**config.mk**
```make
export PLATFORM = sky130hd
export DESIGN_NAME = snitch_barrier_client_flat
export DESIGN_NICKNAME = d
export VERILOG_FILES = /design/src/rtl/snitch_barrier_client_if.sv /design/src/rtl/snitch_barrier_client.sv /design/src/flat_wrapper.sv
export SDC_FILE = /design/constraint.sdc
export NUM_CORES = 1
export LEC_CHECK = 0
export CELL_PAD_IN_SITES_DETAIL_PLACEMENT = 0
export CELL_PAD_IN_SITES_GLOBAL_PLACEMENT = 1
export CORE_MARGIN = 8
export CORE_UTILIZATION = 44
export CTS_CLUSTER_SIZE = 16
export DETAILED_ROUTE_END_ITERATION = 10
export GPL_ROUTABILITY_DRIVEN = 0
export GPL_TIMING_DRIVEN = 1
export MAX_ROUTING_LAYER = met4
export PLACE_DENSITY_LB_ADDON = 0.1
export SYNTH_ARGS = -nofsm -noshare
export SYNTH_HDL_FRONTEND = slang
export SYNTH_SLANG_ARGS = --single-unit
```
**constraint.sdc**
```tcl
create_clock -name clk_i -period 4.6 [get_ports clk_i]
set_input_delay 0.92 -clock clk_i [delete_from_list [all_inputs] [get_ports clk_i]]
set_output_delay 0.92 -clock clk_i [all_outputs]
set_load 0.05 [all_outputs]
```
**src/rtl/snitch_barrier_client_if.sv**
```systemverilog
// Core-side barrier access bundle.
// Request and response valid/ready channels between a core and its barrier client.
interface snitch_barrier_client_if #(
   parameter int unsigned IdWidth    = 4,
   parameter int unsigned EpochWidth = 16
);
   logic                  req_valid;
   logic                  req_ready;
   logic [IdWidth-1:0]    req_id;
   logic                  rsp_valid;
   logic                  rsp_ready;
   logic [IdWidth-1:0]    rsp_id;
   logic [EpochWidth-1:0] rsp_data;
   logic                  rsp_error;

   modport master (
      output req_valid, req_id, rsp_ready,
      input  req_ready, rsp_valid, rsp_id, rsp_data, rsp_error
   );

   modport slave (
      input  req_valid, req_id, rsp_ready,
      output req_ready, rsp_valid, rsp_id, rsp_data, rsp_error
   );
endinterface

```
**src/rtl/snitch_barrier_client.sv**
```systemverilog
// Per-core barrier initiator: one arrival pulse per request toward the hub,
// response held until the hub's release pulse (or an optional timeout).
module snitch_barrier_client #(
   parameter int unsigned IdWidth       = 4,
   parameter int unsigned EpochWidth    = 16,
   parameter int unsigned TimeoutCycles = 0
) (
   input  logic                    clk_i,
   input  logic                    rst_ni,
   snitch_barrier_client_if.slave  core,
   output logic                    barrier_o,
   input  logic                    barrier_i
);

   localparam int unsigned TimerW =
      (TimeoutCycles > 1) ? $clog2(TimeoutCycles) : 1;
   localparam logic [TimerW-1:0] TimerLast =
      TimerW'((TimeoutCycles == 0) ? 0 : TimeoutCycles - 1);

   typedef enum logic [1:0] {
      StIdle,
      StArrive,
      StWait,
      StResp
   } state_e;

   state_e                state_q, state_d;
   logic [IdWidth-1:0]    id_q, id_d;
   logic [EpochWidth-1:0] data_q, data_d;
   logic                  err_q, err_d;
   logic [EpochWidth-1:0] epoch_q, epoch_d;
   logic                  orphan_q, orphan_d;
   logic [TimerW-1:0]     timer_q, timer_d;
   logic                  timeout_hit;

   assign timeout_hit = (TimeoutCycles != 0) && (timer_q == TimerLast);

   // State and datapath registers, async cleared
   always_ff @(posedge clk_i or negedge rst_ni) begin
      if (!rst_ni) begin
         state_q  <= StIdle;
         id_q     <= '0;
         data_q   <= '0;
         err_q    <= 1'b0;
         epoch_q  <= '0;
         orphan_q <= 1'b0;
         timer_q  <= '0;
      end else begin
         state_q  <= state_d;
         id_q     <= id_d;
         data_q   <= data_d;
         err_q    <= err_d;
         epoch_q  <= epoch_d;
         orphan_q <= orphan_d;
         timer_q  <= timer_d;
      end
   end

   // Next state: every release bumps the epoch; a release outside WAIT
   // consumes a stale (timed-out) arrival still registered at the hub
   always_comb begin
      state_d  = state_q;
      id_d     = id_q;
      data_d   = data_q;
      err_d    = err_q;
      epoch_d  = epoch_q + EpochWidth'(barrier_i);
      orphan_d = orphan_q;
      timer_d  = '0;
      if (barrier_i && (state_q != StWait)) begin
         orphan_d = 1'b0;
      end
      unique case (state_q)
         StIdle: begin
            if (core.req_valid) begin
               id_d = core.req_id;
               if (orphan_q && !barrier_i) begin
                  state_d  = StWait;
                  orphan_d = 1'b0;
               end else begin
                  state_d = StArrive;
               end
            end
         end
         StArrive: begin
            state_d = StWait;
         end
         StWait: begin
            if (barrier_i) begin
               err_d   = 1'b0;
               data_d  = epoch_d;
               state_d = StResp;
            end else if (timeout_hit) begin
               err_d    = 1'b1;
               data_d   = epoch_q;
               orphan_d = 1'b1;
               state_d  = StResp;
            end else if (TimeoutCycles != 0) begin
               timer_d = (timer_q == '1) ? timer_q : timer_q + 1'b1;
            end
         end
         StResp: begin
            if (core.rsp_ready) begin
               state_d = StIdle;
            end
         end
         default: begin
            state_d = StIdle;
         end
      endcase
   end

   // Outputs decoded from state; response fields forced low outside RESP
   always_comb begin
      core.req_ready = rst_ni && (state_q == StIdle);
      barrier_o      = (state_q == StArrive);
      core.rsp_valid = (state_q == StResp);
      core.rsp_id    = (state_q == StResp) ? id_q : '0;
      core.rsp_data  = (state_q == StResp) ? data_q : '0;
      core.rsp_error = (state_q == StResp) && err_q;
   end

endmodule
```
**src/flat_wrapper.sv**
```systemverilog
// flat-port wrapper written by rule: the top's interface ports become plain ports
module snitch_barrier_client_flat 
#(
   parameter int unsigned IdWidth       = 4,
   parameter int unsigned EpochWidth    = 16,
   parameter int unsigned TimeoutCycles = 0
)
  (clk_i, rst_ni, barrier_o, barrier_i, core_req_valid, core_req_id, core_rsp_ready, core_req_ready, core_rsp_valid, core_rsp_id, core_rsp_data, core_rsp_error);
  snitch_barrier_client_if #(.IdWidth(IdWidth), .EpochWidth(EpochWidth)) core_i ();
  input  logic clk_i;
  input  logic rst_ni;
  output logic barrier_o;
  input  logic barrier_i;
  input wire logic [$bits(core_i.req_valid)-1:0] core_req_valid;
  input wire logic [$bits(core_i.req_id)-1:0] core_req_id;
  input wire logic [$bits(core_i.rsp_ready)-1:0] core_rsp_ready;
  output wire logic [$bits(core_i.req_ready)-1:0] core_req_ready;
  output wire logic [$bits(core_i.rsp_valid)-1:0] core_rsp_valid;
  output wire logic [$bits(core_i.rsp_id)-1:0] core_rsp_id;
  output wire logic [$bits(core_i.rsp_data)-1:0] core_rsp_data;
  output wire logic [$bits(core_i.rsp_error)-1:0] core_rsp_error;
  assign core_i.req_valid = core_req_valid;
  assign core_i.req_id = core_req_id;
  assign core_i.rsp_ready = core_rsp_ready;
  assign core_req_ready = core_i.req_ready;
  assign core_rsp_valid = core_i.rsp_valid;
  assign core_rsp_id = core_i.rsp_id;
  assign core_rsp_data = core_i.rsp_data;
  assign core_rsp_error = core_i.rsp_error;
  snitch_barrier_client #(.IdWidth(IdWidth), .EpochWidth(EpochWidth), .TimeoutCycles(TimeoutCycles)) u_core (.clk_i(clk_i), .rst_ni(rst_ni), .core(core_i), .barrier_o(barrier_o), .barrier_i(barrier_i));
endmodule
```
# After elaboration in Yosys (flattened, before gate mapping)
# Cells that the tools add are included.
# classes
n_addsub	1
n_eq_ne	7
mux	11
n_reduce_logical	8
# ops
cell	n
$add 16x1->16	1
$mux 16	1
$mux 2	4
$ne 2x2->1 const B	4
$pmux 2 s4	1
$eq 2x2->1 const B	2
$mux 1	4
$mux 4	1
$reduce_and 2->1	2
$logic_and 1x1->1	3
$reduce_and 3->1	1
$eq 2x1->1 const B	1
$logic_not 2->1	1
$logic_not 1->1	1
# word_totals
register_bits	39
inputBits	9
wordCells	32

# Logic depth before layout (Yosys ltp)
# depth
depth_word	6
depth_mapped	6

# Worst setup path after synthesis
# No wires, ideal clock.
# synth_timing
path_type	register to output
from	register u_core.state_q[1]
to	output port core_rsp_data[0]
arrival_ns	1.572
path_slack_ns	2.108
path_stages_with_launch	4
cell_sequence	dfrtp_1 > ha_1 > clkbuf_1 > and2_1
# synth_via
elab_chain_len	2
# synth_lines
element	line	source
from (decl)	snitch_barrier_client.sv:27	state_e state_q, state_d;
from (signal assigned)	snitch_barrier_client.sv:41	state_q <= StIdle;
from (signal assigned)	snitch_barrier_client.sv:49	state_q <= state_d;
$eq 2x2->1	n/a	
via core_rsp_valid	flat_wrapper.sv:18	output wire logic [$bits(core_i.rsp_valid)-1:0] core_rsp_valid;
$mux 16	snitch_barrier_client.sv:118	core.rsp_data = (state_q == StResp) ? data_q : '0;
to (decl)	flat_wrapper.sv:20	output wire logic [$bits(core_i.rsp_data)-1:0] core_rsp_data;
# The timed path passes the listed nets, and every way through them passes these cells.

# Worst setup path in the final report
# layout_timing
from	register u_core.state_q[1]
to	output port core_rsp_data[9]
# layout_via
elab_chain_len	2
# layout_lines
element	line
$eq 2x2->1	snitch_barrier_client.sv:118
$mux 16	snitch_barrier_client.sv:118
# Every way passes these cells.

==> metrics <==
design area 2278 µm²; DRT iter0 DRCs 35; maxcap violations 0; std cell rows 23; slowest cell on the critical path clkdlybuf4s50_1; DR vias/cell 4.850; Mapped Area 1819 µm²; # DRC 0; post-CTS resize count 0; final hold violations 0; die height 80.30 µm; GRT overflow 0; placed cell areas 2175 µm²; crit path cell chain ha_1 -> and2_1 -> clkdlybuf4s50_1; CTS Hold Buffers Added 0; Final Slew Violations 0; CTS tree done; clock buffer depth 2; Synth Warn # 0; layout cells sized above 1 20.22%; commonest non-fill, non-tap cell in the layout dfrtp_1; Min Clock Period, post-route 3270 ps; top post-synthesis cells by area dfrtp_1 (54%), mux2_2 (12%), and2_1 (7.2%), ha_1 (4.8%), xor2_1 (4.8%); Worst-path clk slew 80 ps; Static Leakage 1.079 nW; core area 4000 µm²; antenna-violating nets left 0; most frequent cells in the layout dfrtp_1 (39), clkdlybuf4s50_1 (30), and2_1 (21); Avg WL per Cell 15.24 µm; maximum vdd drop 338.3 µV; Pint 0.7778 mW; Min-Delay Path Class flop to flop; crit path capture type output pin; Clock Tree Root clkbuf_8; IO buf count 31; # diodes 0; via count of the routed design 1130; fmax 305.8 MHz; unrepaired setup endpoints after global routing false; outcome finished, final reports clean; final clock skew 10.86 ps; first-pass GRT wire length 6141 µm; switching part of the total 39.73%; drt total wl 3550 µm; Switching Power 0.5128 mW; IO Pins 33; Unique masters post-synth 27; Initial Util 45.48%; power share of the clock group 19.8%; Slew HR 49.42%; cell taking the most area after synthesis dfrtp_1; setup bufs post-CTS 0; Die ar. 6448 µm²; Syn Nets 163; WS Path Type flop to output pin; mean cell area of the mapped netlist 12.38 µm²; fillers 350; pwr/cell area 566.5 nW/µm²; GRT Overall Usage 12.91%; CTS Buf Count 5; largest net degree at the start of global routing 40; Arrival @ worst endpoint 2350 ps; Worst path max stage delay 810 ps; Yosys top cell area share 53.65%; CP max FO 22; Flop pwr share 38.3%; clk sinks 39; Post-DP HPWL 2531 µm; initial antenna violation count 0; Post-Synthesis Cells 147; htree depth 2; register area share after synthesis 53.65%; area delta synth->final 25.24%; worst-margin pin slew 756.9 ps; startpoint types flop; Layout Nets 198; CP required 3680 ps; Comb pwr share 41.9%; DRT Pass-1 Iters 4; #FFs+latches synth 39; period utilisation layout 71.08%; worst skew pair latency 290 ps; Die W 80.30 µm; final setup fails 0; vias in the first global route 1260; setup_tns 0 ps
## power groups by stage
stage / Sequential, mW / Combinational (mW) / Clock, mW
final: 0.494 / 0.541 / 0.256
after global routing: 0.504 / 0.586 / 0.279
after detailed placement: 0.502 / 0.548 / 0
after floorplan: 0.487 / 0.394 / 0
after global placement: 0.495 / 0.535 / 0
after CTS: 0.494 / 0.551 / 0.265
## sequential cells by signal, summed over array words and instances (netlist names)
register         count
u_core.state_q       2
u_core.epoch_q      16
u_core.data_q       16
u_core.orphan_q      1
u_core.id_q          4
## kinds of logic after synthesis
family                     Yosys count  share of synthesized area, %
and+or+nand+nor                     49                         17.47
DFF                                 39                         53.65
muxes                               20                         12.38
xor gates and xnor gates            14                         6.740
buffers and inverters               12                         2.751
adders and majority gates            7                         4.814
AOI/OAI and AO/OA                    5                         1.995
other                                1                        0.2061
## routing by layer
metal,routed length [µm],GRT usage (%)
met1,1765,16.66
met3,131,4.576
met5,0,-
met4,53,4.909
met2,1600,18.03
## final cells by class
cell class / count / area (µm²) / share of cell area (%)
well taps: 50 / 62.56 / 2.746
clock buffers: 7 / 96.34 / 4.228
repair buffers: 32 / 312.8 / 13.73
clock inverters: 1 / 7.507 / 0.3295
inverters: 8 / 30.03 / 1.318
flip-flops and latches: 39 / 975.9 / 42.83
multi-input cells: 96 / 793.3 / 34.82
## synth_stat cells (all sizes together)
| cell | instances |
|---|---|
| a21boi | 1 |
| a222oi | 1 |
| a31oi | 1 |
| and2 | 21 |
| buf | 2 |
| clkbuf | 2 |
| conb | 1 |
| dfrtp | 39 |
| ha | 7 |
| inv | 8 |
| mux2 | 20 |
| nand2 | 6 |
| nand2b | 1 |
| nand3 | 6 |
| nand4 | 3 |
| nor2 | 5 |
| nor3 | 4 |
| nor4 | 3 |
| o211ai | 1 |
| o21ai | 1 |
| xnor2 | 4 |
| xor2 | 10 |
## path summary, 6_finish.rpt
path                                     from                  to  slack, ps  cells past startpoint
setup / recovery            u_core.state_q[1]    core_rsp_data[9]       1330                      3
setup reg to reg            u_core.state_q[0]   u_core.data_q[15]       2780                      4
min in group asynchronous              rst_ni    u_core.data_q[1]        690                      2
max in group asynchronous              rst_ni  u_core.epoch_q[15]       3550                      2
hold / removal             u_core.epoch_q[15]  u_core.epoch_q[15]        460                      1
hold reg to reg            u_core.epoch_q[15]  u_core.epoch_q[15]        460                      1
## metrics by stage
step	setup WS (ps)	hold slack [ps]	util (%)	total power, mW	std cells
after floorplan	2108	433.0	-	0.8810	147
after global placement	1667	449.3	54.36	1.030	225
after detailed placement	1621	452.6	54.36	1.049	225
after CTS	1271	462.8	56.96	1.310	233
after global routing	1188	482.4	56.96	1.370	233
final	1330	460.9	56.96	1.291	233
## worst max-delay path: cells and delay by family (launching register included)
family,cells,cell delay (ps)
DFF,1,400
buffers and inverters,1,810
adders and majority gates,1,600
and+or+nand+nor,1,250
(Power assumes the default switching activity.)
